`src/rtl/mmio_uart_tx.sv`:
```
// Memory-mapped 8N1 serial transmitter: CPU byte stores feed a TX FIFO that a
// serializer drains onto `tx`; a maskable drain interrupt is raised when the line goes idle.
module mmio_uart_tx #(
  parameter int unsigned      width        = 64,
  parameter int unsigned      CLKS_PER_BIT = 4,
  parameter int unsigned      FIFO_DEPTH   = 8,
  parameter logic [width-1:0] TX_DATA_ADDR = width'(64'hFFFF0080),
  parameter logic [width-1:0] STATUS_ADDR  = width'(64'hFFFF0084),
  parameter logic [width-1:0] CTRL_ADDR    = width'(64'hFFFF0088)
) (
  input  logic             clock,
  input  logic             reset,
  input  logic [width-1:0] address,
  input  logic [width-1:0] data,
  input  logic             mem_read,
  input  logic             mem_write,
  output logic             uart_address,
  output logic [width-1:0] rd_data,
  output logic             uart_interrupt,
  output logic             tx
);

  localparam int unsigned CYC_W = $clog2(CLKS_PER_BIT);
  localparam int unsigned PTR_W = (FIFO_DEPTH > 1) ? $clog2(FIFO_DEPTH) : 1;
  localparam int unsigned CNT_W = $clog2(FIFO_DEPTH + 1);
  localparam int unsigned STAT_W = 10;

  localparam logic [CYC_W-1:0] CYC_LAST = CYC_W'(CLKS_PER_BIT - 1);
  localparam logic [CNT_W-1:0] CNT_FULL = CNT_W'(FIFO_DEPTH);
  localparam logic [PTR_W-1:0] PTR_LAST = PTR_W'(FIFO_DEPTH - 1);

  typedef enum logic [1:0] {
    S_IDLE  = 2'd0,
    S_START = 2'd1,
    S_DATA  = 2'd2,
    S_STOP  = 2'd3
  } state_e;

  state_e           state_q, state_d;
  logic [CYC_W-1:0] cyc_q, cyc_d;
  logic [2:0]       bit_idx_q, bit_idx_d;
  logic [7:0]       shift_q, shift_d;
  logic [PTR_W-1:0] rd_ptr_q, rd_ptr_d;
  logic [PTR_W-1:0] wr_ptr_q, wr_ptr_d;
  logic [CNT_W-1:0] count_q, count_d;
  logic             irq_pending_q, irq_pending_d;
  logic             irq_enable_q, irq_enable_d;
  logic             overflow_q, overflow_d;
  logic             tx_q, tx_d;
  logic             irq_q, irq_d;
  logic [7:0]       fifo_q [FIFO_DEPTH];

  logic              hit_tx_c, hit_status_c, hit_ctrl_c;
  logic              wr_tx_c, wr_ctrl_c;
  logic              pop_c, push_c, drop_c, set_irq_c;
  logic [STAT_W-1:0] status_c;
  logic              unused_data_c;

  function automatic logic [PTR_W-1:0] ptr_inc(input logic [PTR_W-1:0] p);
    return (p == PTR_LAST) ? '0 : p + PTR_W'(1);
  endfunction

  // Full-width address decode
  assign hit_tx_c     = (address == TX_DATA_ADDR);
  assign hit_status_c = (address == STATUS_ADDR);
  assign hit_ctrl_c   = (address == CTRL_ADDR);
  assign wr_tx_c      = mem_write & hit_tx_c;
  assign wr_ctrl_c    = mem_write & hit_ctrl_c;
  assign uart_address = hit_tx_c | hit_status_c | hit_ctrl_c;
  assign unused_data_c = ^data[width-1:8];

  // Status reflects pre-edge register values
  assign status_c = {irq_enable_q, overflow_q, irq_pending_q, (state_q != S_IDLE),
                     (count_q == CNT_FULL), (count_q == '0), 4'(count_q)};
  assign rd_data  = (mem_read && hit_status_c) ? width'(status_c) : '0;

  assign tx             = tx_q;
  assign uart_interrupt = irq_q;

  // Serializer next state, FIFO bookkeeping and control registers
  always_comb begin
    state_d       = state_q;
    cyc_d         = cyc_q;
    bit_idx_d     = bit_idx_q;
    shift_d       = shift_q;
    rd_ptr_d      = rd_ptr_q;
    wr_ptr_d      = wr_ptr_q;
    count_d       = count_q;
    irq_pending_d = irq_pending_q;
    irq_enable_d  = irq_enable_q;
    overflow_d    = overflow_q;
    pop_c         = 1'b0;
    set_irq_c     = 1'b0;
    push_c        = 1'b0;
    drop_c        = 1'b0;
    tx_d          = 1'b1;
    irq_d         = 1'b0;

    case (state_q)
      S_IDLE: begin
        if (count_q != '0) begin
          pop_c     = 1'b1;
          shift_d   = fifo_q[rd_ptr_q];
          cyc_d     = '0;
          bit_idx_d = '0;
          state_d   = S_START;
        end
      end
      S_START: begin
        if (cyc_q == CYC_LAST) begin
          cyc_d   = '0;
          state_d = S_DATA;
        end else begin
          cyc_d = cyc_q + CYC_W'(1);
        end
      end
      S_DATA: begin
        if (cyc_q == CYC_LAST) begin
          cyc_d     = '0;
          shift_d   = {1'b0, shift_q[7:1]};
          bit_idx_d = bit_idx_q + 3'd1;
          if (bit_idx_q == 3'd7) begin
            state_d = S_STOP;
          end
        end else begin
          cyc_d = cyc_q + CYC_W'(1);
        end
      end
      S_STOP: begin
        if (cyc_q == CYC_LAST) begin
          cyc_d = '0;
          // Chain straight into the next start bit when more data is queued
          if (count_q != '0) begin
            pop_c     = 1'b1;
            shift_d   = fifo_q[rd_ptr_q];
            bit_idx_d = '0;
            state_d   = S_START;
          end else begin
            set_irq_c = 1'b1;
            state_d   = S_IDLE;
          end
        end else begin
          cyc_d = cyc_q + CYC_W'(1);
        end
      end
      default: state_d = S_IDLE;
    endcase

    push_c = wr_tx_c && ((count_q != CNT_FULL) || pop_c);
    drop_c = wr_tx_c && !push_c;

    if (push_c && !pop_c) begin
      count_d = count_q + CNT_W'(1);
    end else if (pop_c && !push_c) begin
      count_d = count_q - CNT_W'(1);
    end
    if (push_c) begin
      wr_ptr_d = ptr_inc(wr_ptr_q);
    end
    if (pop_c) begin
      rd_ptr_d = ptr_inc(rd_ptr_q);
    end

    if (wr_ctrl_c) begin
      irq_enable_d = data[0];
      if (data[1]) begin
        irq_pending_d = 1'b0;
      end
      if (data[2]) begin
        overflow_d = 1'b0;
      end
    end
    // A drain event beats a same-cycle software clear
    if (set_irq_c) begin
      irq_pending_d = 1'b1;
    end
    if (drop_c) begin
      overflow_d = 1'b1;
    end

    // Line level registered from next state so tx never sees bus logic
    case (state_d)
      S_START: tx_d = 1'b0;
      S_DATA:  tx_d = shift_d[0];
      default: tx_d = 1'b1;
    endcase
    irq_d = irq_pending_d & irq_enable_d;
  end

  always_ff @(posedge clock) begin
    if (reset) begin
      state_q       <= S_IDLE;
      cyc_q         <= '0;
      bit_idx_q     <= '0;
      shift_q       <= '0;
      rd_ptr_q      <= '0;
      wr_ptr_q      <= '0;
      count_q       <= '0;
      irq_pending_q <= 1'b0;
      irq_enable_q  <= 1'b0;
      overflow_q    <= 1'b0;
      tx_q          <= 1'b1;
      irq_q         <= 1'b0;
    end else begin
      state_q       <= state_d;
      cyc_q         <= cyc_d;
      bit_idx_q     <= bit_idx_d;
      shift_q       <= shift_d;
      rd_ptr_q      <= rd_ptr_d;
      wr_ptr_q      <= wr_ptr_d;
      count_q       <= count_d;
      irq_pending_q <= irq_pending_d;
      irq_enable_q  <= irq_enable_d;
      overflow_q    <= overflow_d;
      tx_q          <= tx_d;
      irq_q         <= irq_d;
    end
  end

  // FIFO storage needs no reset; pointers and count define validity
  always_ff @(posedge clock) begin
    if (push_c) begin
      fifo_q[wr_ptr_q] <= data[7:0];
    end
  end

endmodule
```
`config.mk`:
```
export PLATFORM = sky130hd
export DESIGN_NAME = mmio_uart_tx
export DESIGN_NICKNAME = d
export VERILOG_FILES = /design/src/rtl/mmio_uart_tx.sv
export SDC_FILE = /design/constraint.sdc
export NUM_CORES = 1
export LEC_CHECK = 0
export CAP_MARGIN = 5
export CORE_ASPECT_RATIO = 1.1
export CORE_MARGIN = 2
export CORE_UTILIZATION = 45
export DETAILED_ROUTE_END_ITERATION = 12
export PLACE_DENSITY = 0.85
export RECOVER_POWER = 50
export SETUP_SLACK_MARGIN = 0.3
export SYNTH_ARGS = -nofsm -noshare
export SYNTH_HDL_FRONTEND = slang
export SYNTH_SLANG_ARGS = --single-unit
```
`constraint.sdc`:
```
create_clock -name clock -period 10.4 [get_ports clock]
set_input_delay 2.08 -clock clock [delete_from_list [all_inputs] [get_ports clock]]
set_output_delay 2.08 -clock clock [all_outputs]
set_load 0.01 [all_outputs]
```
==> metrics <==
number of cells after detailed placement=604; destination of the worst register-to-register timing path=count_q[3]; result of the run=finished, final reports clean; critical hold path startpoint=shift_q[7]; Non-Filler Cell Area, Final=5910 sq um; via count=3,239; Period Utilization, post-route=0.715; mean area per synthesized cell=12.4 sq um; setup repair after global routing missed its margin=no; routability-driven placement congestion ratio=0.815; cell depth of the worst hold path=2; HPWL after detailed placement=7550 um; cell type with the largest total area after synthesis=edfxtp_1; Synth cell types=45; cell with the largest stage delay on the worst path=or4_4; cell area after synthesis=4760 sq um; gate count after technology mapping=383; number of buffers added by the clock tree synthesis step=9; area enclosed by the die boundary=11,400 sq um; final core area utilization=0.571; cells resized by post-CTS repair=0; proportion of netlist area held by the largest area contributor=0.404; top-count cell post-synth=edfxtp_1; number of antenna-violating nets in the routed design=0; post-route total power=1.09 mW; origin of the critical flop-to-flop path=state_q[0]; worst-path maximum fanout=12; Vias/cell=5.22; number of detailed-route iterations in the first pass=4; largest family of logic cells by synthesized area=simple AND/OR/NAND/NOR gates; Buffers on Ports=88; Power Dens Cells=185 nW/um^2; DRT Wirelength=10,300 um; worst stage delay on the critical path=610 ps; sequential share of the synthesized area=0.543; post-route minimum period=7430 ps; Net count, final=620; layout-stage area growth over the synthesis result=24.1%; post-synthesis compound-gate area fraction=0.0718; TritonCTS clock tree=done; Residual DRC=0; cell-by-cell listing of the critical path=clkdlybuf4s50_1, or4b_1, or4_4, or4_4, nor3_1, and2_1, clkdlybuf4s50_1; Highest Signal Layer=met4; count of warnings emitted by yosys=0; CTS Hold Buffers Added=0; Post-Synth Adder-Cell Area=0.0436; number of setup buffers added after CTS=0; IR drop worst, VDD=0.0821 mV; share of layout cells above drive strength 1=0.0901; H-Tree Level Count=3; met2 WL post-DR=5220 um; LEAKAGE=2.12 nW; total routing resource utilization after global routing=0.186; required time of the critical path=8320 ps; family with the most delay on the worst path=simple AND/OR/NAND/NOR gates; post-synthesis register bit count=97; actual transition at the worst max-transition pin=978 ps; CTS max path bufs=2; number of maximum-capacitance violations=0; Final Slew Violations=0; largest net degree at the start of global routing=26; multiplexer share of the synthesized area=0.105; capture endpoint of the worst hold path=shift_q[7]; routed length per placed instance=16.6 um; Worst R2R Path Depth=15; R2R setup slack=6940 ps; clock skew=7.23 ps; number of antenna violations at the first check in global routing=0; clock latency on the worst-skew pair=350 ps; final setup fails=0; total core area=10,300 sq um; crit path launch type=input pin; ys flop type=edfxtp_1; worst slack after detailed placement=2930 ps; Hold Vio Cnt, Final=0; first-pass GRT wire length=16,200 um; Crit. End Element=primary output; share of synthesized flip-flops with an asynchronous set or reset=0; Worst Path Buf+Inv=2; cell at the root of the clock tree=clkbuf_16; Fill cells=831; initial cell density of the core=0.460; clock slew seen by the registers of the worst setup and hold paths=70 ps; Std-Cell Rows=39; Slew HR=0.346; Starting DRT DRC Count=227; HP Class=register to register; Placement Cell Area=5610 sq um; met1 layer wirelength in the final routing=4210 um; sum of negative setup slack=0 ps; number of antenna repair diodes=0; die outline height=112 um; Arr. time, crit path=5350 ps; I/O pins=199; detailed-routed wire length on met3=677 um; Area contributors post-synth=edfxtp_1, dfxtp_1, buf_4, mux4_2, ha_1; final worst slack=2970 ps; via count of the first global-routing pass=3,170; top post-synthesis cells by count=edfxtp_1, buf_4, dfxtp_1; count of placed standard cells in the final layout, fillers left out=620; clk sink count=97; worst hold slack=481 ps; die width=102 um; count of flip-flops with a built-in enable after synthesis=64; Max Fclk=135 MHz; type of the worst setup path=input pin to primary output; area fraction in and, or, nand and nor cells after synthesis=0.126; area share of xor/xnor cells in the synthesized design=0.00552; gr ovfl total=0
## logic make-up (layout without fill, tap and decap cells)
| kind of cell | count (synthesis) | after routing |
|---|---|---|
| compound gates | 55 | 55 |
| xor+xnor | 3 | 3 |
| fa+ha+maj | 16 | 16 |
| buf+inv | 78 | 119 |
| flops | 97 | 97 |
| mux | 30 | 30 |
| other cells | 1 | 54 |
| simple gates | 103 | 103 |
## final cells by class
| cell class | count | area (sq um) | area share |
|---|---|---|---|
| Multi-Input combinational cell | 261 | 1890 | 0.319 |
| Tap cell | 143 | 179 | 0.0303 |
| Sequential cell | 97 | 2580 | 0.437 |
| Timing Repair Buffer | 94 | 926 | 0.157 |
| Clock inverter | 7 | 76.3 | 0.0129 |
| Inverter | 9 | 33.8 | 0.00572 |
| Clock buffer | 9 | 225 | 0.0381 |
## worst max path at each step
stage	from	endpoint	slack (ps)	cells past startpoint
after global placement	address[12]	rd_data[0]	3000	7
final	address[12]	rd_data[0]	2970	7
after detailed placement	address[12]	rd_data[5]	2930	7
after CTS	address[12]	rd_data[5]	2930	7
after global routing	address[12]	rd_data[5]	2730	7
after floorplan	address[12]	rd_data[4]	4030	5
## routing by layer
layer | global-route usage | up-vias
li1 | - | 1525
met1 | 0.241 | 1548
met2 | 0.310 | 151
met3 | 0.0333 | 15
met4 | 0.0738 | 0
met5 | 0 | -
## worst reg2reg max path: stages (launching register included)
cell and delay [ps]:
dfxtp_1 440, inv_1 130, ha_1 260, a21oi_1 290, o21ai_0 230, and2_1 280
nand3_1 210, inv_1 90, ha_1 220, inv_1 110, ha_1 240, a21o_1 170
a21oi_1 170, xnor2_1 90, or3_1 300, a21oi_1 140
## placed cells by master, fill, tap and decap left out, types with 10 or more instances in the layout
master / count
nand2_1: 12
dfxtp_1: 33
nor4_1: 13
edfxtp_1: 64
conb_1: 54
nor2_1: 19
dlygate4sd3_1: 11
mux2i_1: 14
a21oi_1: 15
mux4_2: 16
o21ai_0: 16
nand4_1: 10
clkdlybuf4s50_1: 77
ha_1: 15
## registers in the layout, summed over array words and instances, names as in the netlist, named ones only
register	count
state_q	2
irq_pending_q	1
irq_enable_q	1
fifo_q	64
bit_idx_q	3
rd_ptr_q	3
uart_interrupt	1
count_q	4
shift_q	8
cyc_q	2
wr_ptr_q	3
overflow_q	1
tx	1
## power breakdown
part           internal (mW)  switching (mW)
registers              0.438          0.0436
clock network          0.171           0.159
logic                  0.140           0.140
Note: power is estimated with default switching activity, not from simulation.
